## config.mk

```make
export PLATFORM = sky130hd
export DESIGN_NAME = mipi_csi_rx_packet_decoder_8b2lane_flat
export DESIGN_NICKNAME = d
export VERILOG_FILES = /design/src/rtl/mipi_csi_pkg.sv /design/src/rtl/mipi_csi_rx_packet_decoder_8b2lane_if.sv /design/src/rtl/mipi_csi_rx_packet_decoder_8b2lane.sv /design/src/flat_wrapper.sv
export SDC_FILE = /design/constraint.sdc
export NUM_CORES = 1
export LEC_CHECK = 0
export BUFFER_PORTS_ARGS = -buffer_cell sky130_fd_sc_hd__buf_2
export CAP_MARGIN = 20
export CORE_UTILIZATION = 55
export DETAILED_ROUTE_END_ITERATION = 10
export GPL_TIMING_DRIVEN = 0
export PLACE_DENSITY = 0.77
export SLEW_MARGIN = 20
export SYNTH_ARGS = -nofsm -noshare
export SYNTH_HDL_FRONTEND = slang
export SYNTH_SLANG_ARGS = --single-unit
```

## constraint.sdc

```tcl
create_clock -name clk_i -period 2.9 [get_ports clk_i]
set_clock_uncertainty 0.15 [all_clocks]
set_input_delay 0.58 -clock clk_i [delete_from_list [all_inputs] [get_ports clk_i]]
set_output_delay 0.58 -clock clk_i [all_outputs]
set_load 0.01 [all_outputs]
```

## src/rtl/mipi_csi_pkg.sv

```systemverilog
// Shared CSI-2 receive definitions: data-type codes, lane geometry and the
// packet decoder state encoding. The RAW depacker imports this package too.
package mipi_csi_pkg;

  // Lane geometry: two lanes, one byte per lane per byte-clock.
  localparam int LANES  = 2;
  localparam int GEAR   = 8;
  localparam int BEAT_W = LANES * GEAR;

  // CSI-2 data identifiers recognised by the decoder.
  localparam logic [7:0] DT_FS    = 8'h00;
  localparam logic [7:0] DT_FE    = 8'h01;
  localparam logic [7:0] DT_RAW10 = 8'h2B;
  localparam logic [7:0] DT_RAW12 = 8'h2C;
  localparam logic [7:0] DT_RAW14 = 8'h2D;

  // Low DI bits forwarded to the depacker as the packet type.
  localparam logic [2:0] DT_TYPE_MASK = 3'h7;

  typedef enum logic [1:0] {
    ST_IDLE,
    ST_HDR1,
    ST_PAYLOAD,
    ST_DRAIN
  } dec_state_e;

  // True for the RAW long-packet types the depacker understands.
  function automatic logic is_raw_dt(input logic [7:0] di);
    return (di == DT_RAW10) || (di == DT_RAW12) || (di == DT_RAW14);
  endfunction

endpackage

```

## src/rtl/mipi_csi_rx_packet_decoder_8b2lane_if.sv

```systemverilog
// Beat stream between the 2-lane byte aligner, the packet decoder and the
// RAW depacker. master = aligner side, slave = packet decoder.
interface mipi_csi_rx_packet_decoder_8b2lane_if;
  import mipi_csi_pkg::*;

  logic              data_valid_i;
  logic [BEAT_W-1:0] data_i;
  logic              output_valid_o;
  logic [BEAT_W-1:0] data_o;
  logic [2:0]        packet_type_o;
  logic              frame_start_o;
  logic              frame_end_o;

  modport master (
    output data_valid_i, data_i,
    input  output_valid_o, data_o, packet_type_o, frame_start_o, frame_end_o
  );

  modport slave (
    input  data_valid_i, data_i,
    output output_valid_o, data_o, packet_type_o, frame_start_o, frame_end_o
  );

endinterface

```

## src/rtl/mipi_csi_rx_packet_decoder_8b2lane.sv

```systemverilog
// CSI-2 packet decoder for a 2-lane, 8-bit gear byte stream. Strips the
// 4-byte header, forwards word-count bytes of RAW payload with one cycle of
// latency, and pulses frame-start / frame-end on the matching short packets.
module mipi_csi_rx_packet_decoder_8b2lane
  import mipi_csi_pkg::*;
(
  input  logic clk_i,
  input  logic reset_i,
  mipi_csi_rx_packet_decoder_8b2lane_if.slave bus
);

  dec_state_e        state_q, state_d;
  logic [7:0]        di_q, di_d;
  logic [7:0]        wc_lo_q, wc_lo_d;
  logic [15:0]       remaining_q, remaining_d;
  logic              output_valid_q, output_valid_d;
  logic [BEAT_W-1:0] data_q, data_d;
  logic [2:0]        packet_type_q, packet_type_d;
  logic              frame_start_q, frame_start_d;
  logic              frame_end_q, frame_end_d;

  logic [15:0]       wc_full;

  // Full word count, valid while the second header beat is on the bus.
  assign wc_full = {bus.data_i[GEAR-1:0], wc_lo_q};

  // Header decode, payload counting and output staging.
  always_comb begin
    // NOTE: every signal gets a default before the case so no path leaves it
    // unassigned; a missing default here would infer a latch.
    state_d        = state_q;
    di_d           = di_q;
    wc_lo_d        = wc_lo_q;
    remaining_d    = remaining_q;
    output_valid_d = 1'b0;
    data_d         = data_q;
    packet_type_d  = packet_type_q;
    frame_start_d  = 1'b0;
    frame_end_d    = 1'b0;

    case (state_q)
      ST_IDLE: begin
        if (bus.data_valid_i) begin
          di_d    = bus.data_i[GEAR-1:0];
          wc_lo_d = bus.data_i[BEAT_W-1:GEAR];
          state_d = ST_HDR1;
        end
      end

      ST_HDR1: begin
        if (!bus.data_valid_i) begin
          // Header cut short: drop it without any side effect.
          state_d = ST_IDLE;
        end else if (is_raw_dt(di_q) && (wc_full != 16'd0)) begin
          remaining_d   = wc_full;
          packet_type_d = di_q[2:0] & DT_TYPE_MASK;
          state_d       = ST_PAYLOAD;
        end else begin
          frame_start_d = (di_q == DT_FS);
          frame_end_d   = (di_q == DT_FE);
          state_d       = ST_DRAIN;
        end
      end

      ST_PAYLOAD: begin
        if (!bus.data_valid_i) begin
          // Truncated packet: forget what was left to receive.
          remaining_d = 16'd0;
          state_d     = ST_IDLE;
        end else begin
          output_valid_d = 1'b1;
          data_d         = bus.data_i;
          if (remaining_q <= 16'd2) begin
            remaining_d = 16'd0;
            state_d     = ST_DRAIN;
          end else begin
            remaining_d = remaining_q - 16'd2;
          end
        end
      end

      ST_DRAIN: begin
        // CRC, trailer and filler beats are swallowed here.
        if (!bus.data_valid_i) state_d = ST_IDLE;
      end

      default: state_d = ST_IDLE;
    endcase
  end

  // State and output registers, cleared asynchronously by reset_i.
  always_ff @(posedge clk_i or posedge reset_i) begin
    // NOTE: non-blocking assignments so every register samples the values
    // from before this edge, regardless of statement order.
    if (reset_i) begin
      state_q        <= ST_IDLE;
      di_q           <= 8'h00;
      wc_lo_q        <= 8'h00;
      remaining_q    <= 16'd0;
      output_valid_q <= 1'b0;
      data_q         <= '0;
      packet_type_q  <= 3'd0;
      frame_start_q  <= 1'b0;
      frame_end_q    <= 1'b0;
    end else begin
      state_q        <= state_d;
      di_q           <= di_d;
      wc_lo_q        <= wc_lo_d;
      remaining_q    <= remaining_d;
      output_valid_q <= output_valid_d;
      data_q         <= data_d;
      packet_type_q  <= packet_type_d;
      frame_start_q  <= frame_start_d;
      frame_end_q    <= frame_end_d;
    end
  end

  assign bus.output_valid_o = output_valid_q;
  assign bus.data_o         = data_q;
  assign bus.packet_type_o  = packet_type_q;
  assign bus.frame_start_o  = frame_start_q;
  assign bus.frame_end_o    = frame_end_q;

endmodule

```

## src/flat_wrapper.sv

```systemverilog
// flat-port wrapper written by rule: the top's interface ports become plain ports
module mipi_csi_rx_packet_decoder_8b2lane_flat import mipi_csi_pkg::*;
  (clk_i, reset_i, bus_data_valid_i, bus_data_i, bus_output_valid_o, bus_data_o, bus_packet_type_o, bus_frame_start_o, bus_frame_end_o);
  mipi_csi_rx_packet_decoder_8b2lane_if bus_i ();
  input  logic clk_i;
  input  logic reset_i;
  input wire logic [$bits(bus_i.data_valid_i)-1:0] bus_data_valid_i;
  input wire logic [$bits(bus_i.data_i)-1:0] bus_data_i;
  output wire logic [$bits(bus_i.output_valid_o)-1:0] bus_output_valid_o;
  output wire logic [$bits(bus_i.data_o)-1:0] bus_data_o;
  output wire logic [$bits(bus_i.packet_type_o)-1:0] bus_packet_type_o;
  output wire logic [$bits(bus_i.frame_start_o)-1:0] bus_frame_start_o;
  output wire logic [$bits(bus_i.frame_end_o)-1:0] bus_frame_end_o;
  assign bus_i.data_valid_i = bus_data_valid_i;
  assign bus_i.data_i = bus_data_i;
  assign bus_output_valid_o = bus_i.output_valid_o;
  assign bus_data_o = bus_i.data_o;
  assign bus_packet_type_o = bus_i.packet_type_o;
  assign bus_frame_start_o = bus_i.frame_start_o;
  assign bus_frame_end_o = bus_i.frame_end_o;
  mipi_csi_rx_packet_decoder_8b2lane u_core (.clk_i(clk_i), .reset_i(reset_i), .bus(bus_i));
endmodule
```

==> impl_metrics.xml <==
<?xml version="1.0" encoding="UTF-8"?>
<metrics>
  <group name="critical_path">
    <metric name="critPathCaptureType" unit="">flop</metric>
    <metric name="crit_path_max_delay_family" unit="">compound AO/OA/AOI/OAI gates</metric>
    <metric name="critical_path_required" unit="ns">2.98</metric>
    <metric name="timing.critical_path.arrival" unit="ns">2.67</metric>
    <metric name="rrSetupSlack" unit="ns">0.31</metric>
    <metric name="crit_path_max_fanout" unit="">10</metric>
    <metric name="crit_path_cell_trace" unit="">nor4_1 &gt; nand4_1 &gt; a31oi_1 &gt; clkbuf_1 &gt; a21oi_1 &gt; o22ai_1</metric>
    <metric name="crit_path_start_kind" unit="">flop</metric>
    <metric name="worst_path_largest_cell_delay" unit="ns">0.57</metric>
    <metric name="path_class" unit="">flop to flop</metric>
    <metric name="worst-path-buf-inv" unit="">1</metric>
    <metric name="timing.critical_path.slowest_stage_cell" unit="">a31oi_1</metric>
  </group>
  <group name="die">
    <metric name="boundaryPins" unit="">41</metric>
    <metric name="chipWidth" unit="um">71.07</metric>
    <metric name="num_rows" unit="">24</metric>
    <metric name="die_footprint" unit="mm2">0.005051</metric>
    <metric name="starting_density_of_the_core" unit="%">58.64</metric>
    <metric name="chipHeight" unit="um">71.07</metric>
    <metric name="core_area" unit="mm2">0.004474</metric>
  </group>
  <group name="global_route">
    <metric name="antenna_found_initial" unit="">0</metric>
    <metric name="grt_ovf" unit="">0</metric>
    <metric name="total_routing_resource_utilization_after_global_routing" unit="%">25.36</metric>
    <metric name="grt_pass1_wl" unit="um">9804</metric>
    <metric name="grt_start_max_net_pins" unit="">57</metric>
    <metric name="vias_in_the_first_global_route" unit="">1969</metric>
  </group>
  <group name="power">
    <metric name="power.share.sequential" unit="%">49.4</metric>
    <metric name="p_comb_share" unit="%">26.2</metric>
    <metric name="switching_share_of_power" unit="%">31.62</metric>
    <metric name="cellInternalPower" unit="uW">1507</metric>
    <metric name="pwr-share-clk" unit="%">24.4</metric>
    <metric name="vdd_drop_max" unit="V">0.0004648</metric>
    <metric name="p_per_area" unit="mW/mm2">731.3</metric>
    <metric name="cellLeakagePower" unit="uW">0.001372</metric>
    <metric name="switching_power" unit="uW">696.8</metric>
  </group>
  <group name="run">
    <metric name="cap_viol_max_count" unit="">0</metric>
  </group>
  <group name="sta">
    <metric name="max-slew-margin-rel" unit="%">49.19</metric>
    <metric name="worst_max_slew_pin_slew" unit="ns">0.7563</metric>
    <metric name="period_needed" unit="ns">2.588</metric>
    <metric name="timing_max_transition_violations_final" unit="">0</metric>
    <metric name="layout_worst_path_cycle_share" unit="%">89.25</metric>
    <metric name="grt_setup_unrepaired" unit="">no</metric>
    <metric name="finish_stage_setup_viols" unit="">0</metric>
    <metric name="setup_tns" unit="ns">0</metric>
    <metric name="maxClockFrequency" unit="GHz">0.3864</metric>
    <metric name="finalHoldViolations" unit="">0</metric>
  </group>
  <group name="cells_and_area">
    <metric name="flow.area_growth_from_synthesis" unit="%">14.83</metric>
    <metric name="nets" unit="">302</metric>
    <metric name="final_cell_count_without_fillers" unit="">335</metric>
    <metric name="most_common_cell_after_layout_fill_and_taps_aside" unit="">dfrtp_1</metric>
    <metric name="post_route_cells_drive_above_1_share" unit="%">32.51</metric>
    <metric name="final_cell_mix" unit="">dfrtp_1 (56), buf_2 (43), mux2_2 (31)</metric>
    <metric name="n_antenna_cell" unit="">0</metric>
  </group>
  <group name="routing">
    <metric name="detailroute.via_count" unit="">2062</metric>
    <metric name="antenna_left" unit="">0</metric>
    <metric name="wl" unit="um">5918</metric>
    <metric name="route.detailed.drc" unit="">0</metric>
    <metric name="detailedRoute.firstPassIterationCount" unit="">4</metric>
    <metric name="drtIter0Drc" unit="">230</metric>
    <metric name="wl_per_cell" unit="um">17.67</metric>
    <metric name="avgViaCountPerCell" unit="">6.155</metric>
  </group>
  <group name="clocking">
    <metric name="ctsHoldBuffers" unit="">0</metric>
    <metric name="cts-buffers-inserted" unit="">5</metric>
    <metric name="post_cts_buffers" unit="">0</metric>
    <metric name="clock_insertion_delay_worst_skew" unit="ns">0.31</metric>
    <metric name="clk_transition_reported_paths" unit="ns">0.10</metric>
    <metric name="clock_tree.buffer_depth" unit="">2</metric>
    <metric name="clk_sink_count" unit="">56</metric>
    <metric name="cts_tree" unit="">done</metric>
    <metric name="cts.root.buffer_cell" unit="">clkbuf_8</metric>
    <metric name="cts_repair_resize_count" unit="">0</metric>
    <metric name="htree_levels" unit="">2</metric>
  </group>
  <group name="synthesis">
    <metric name="syn_avg_cell_area" unit="um2">11.16</metric>
    <metric name="synth_seq_cells" unit="">56</metric>
    <metric name="syn_inst" unit="">235</metric>
    <metric name="yosys.cell_types.count" unit="">46</metric>
    <metric name="synth_top_flop_cell" unit="">dfrtp_1</metric>
    <metric name="synth-seq-area-share" unit="%">53.41</metric>
    <metric name="synth.yosys.warnings" unit="">0</metric>
    <metric name="share_of_flip_flops_with_an_asynchronous_set_or_reset_after_synthesis" unit="%">100.0</metric>
    <metric name="synth_nets" unit="">255</metric>
    <metric name="synth_area" unit="mm2">0.002624</metric>
    <metric name="synth-edff-count" unit="">0</metric>
  </group>
  <group name="placement">
    <metric name="dpl.hpwl" unit="um">4155</metric>
    <metric name="placedCellCount" unit="">327</metric>
    <metric name="routabilityCongestion" unit="">0.8634</metric>
    <metric name="port_buffers" unit="">40</metric>
  </group>
  <group name="worst_hold_path">
    <metric name="type_of_the_tightest_min_delay_check" unit="">primary input to asynchronous set/reset pin</metric>
  </group>
  <group name="outcome">
    <metric name="outcome" unit="">complete, no violations</metric>
  </group>
</metrics>
==> cells by family (layout without fill, tap and decap cells) <==
kind of cell	after synthesis	count (layout)	share of synthesized area, %
simple gates	76	76	15.74
flops	56	56	53.41
compound gates	48	48	12.88
mux	32	32	13.69
buf+inv	20	68	3.147
xor+xnor	2	2	0.6677
fa+ha+maj	1	1	0.4768
==> registers in the layout, indices dropped and copies added, names as in the netlist <==
name,cells
u_core.remaining_q,16
u_core.wc_lo_q,8
u_core.bus.data_o,16
u_core.bus.frame_start_o,1
u_core.bus.frame_end_o,1
u_core.state_q,2
u_core.bus.packet_type_o,3
u_core.di_q,8
u_core.bus.output_valid_o,1
==> per-layer routing <==
layer | global-route usage [%] | part of all wire, % | vias to the layer above
met4 | 6.000 | 1.1 | 0
met1 | 35.82 | 45 | 1034
li1 | - | - | 956
met2 | 41.24 | 48 | 65
met3 | 4.558 | 5.8 | 7
met5 | 0 | 0 | -
==> power groups by stage <==
stage	registers [uW]	clock network, uW	logic (uW)
final	1090	538	578
after global routing	1110	571	632
after CTS	1080	543	579
after detailed placement	1100	0	576
after global placement	1090	0	565
after floorplan	1100	0	385
==> per-stage QoR <==
step | utilization, % | cell area [um2] | worst slack, ns | power (uW) | hold slack (ns)
floorplan | - | 2624 | 0.7338 | 1485 | 0.2727
global placement | 64.57 | 2889 | 0.1111 | 1655 | 0.3011
detailed placement | 64.63 | 2892 | 0.1526 | 1674 | 0.3032
CTS | 67.34 | 3013 | 0.3656 | 2207 | 0.2481
global route | 67.34 | 3013 | 0.1347 | 2315 | 0.2820
finish | 67.34 | 3013 | 0.3117 | 2203 | 0.2186
==> worst paths after layout <==
path,from,to,depth (start not counted)
max,u_core.wc_lo_q[4],u_core.remaining_q[15],6
min,reset_i,u_core.bus.data_o[6],2
max reg2reg,u_core.wc_lo_q[4],u_core.remaining_q[15],6
min reg2reg,u_core.di_q[0],u_core.bus.frame_start_o,1
max in group asynchronous,reset_i,u_core.bus.data_o[1],2
min in group clk_i,u_core.di_q[0],u_core.bus.frame_start_o,1
==> cells in the mapped netlist (4+ instances only) <==
master | n | area (um2)
o22ai_1 | 7 | 43.79
nor2_1 | 17 | 63.81
a21oi_1 | 9 | 45.04
nor3_1 | 8 | 40.04
nand2b_1 | 4 | 25.02
nand3_1 | 4 | 20.02
o21ai_0 | 8 | 40.04
nor4_1 | 7 | 43.79
a221o_1 | 5 | 50.05
mux2_2 | 31 | 349.1
dfrtp_1 | 56 | 1401
nand2_1 | 17 | 63.81
inv_1 | 10 | 37.54
==> worst register-to-register path: stages, from the launching register on <==
cell      delay (ns)
dfrtp_1         0.41
nor4_1          0.37
nand4_1         0.24
a31oi_1         0.57
clkbuf_1        0.47
a21oi_1         0.11
o22ai_1         0.18
==> layout make-up <==
type                       count  area, um2
tap                           52      65.06
clock inverter                 2      38.79
clock buffer                   6      82.58
timing repair buffer          40      200.2
multi-input combinational    159       1140
sequential                    56       1401
fill                         347       1461
inverter                      10      40.04
buffer                        10      45.04
Note: power is estimated with default switching activity, not from simulation.
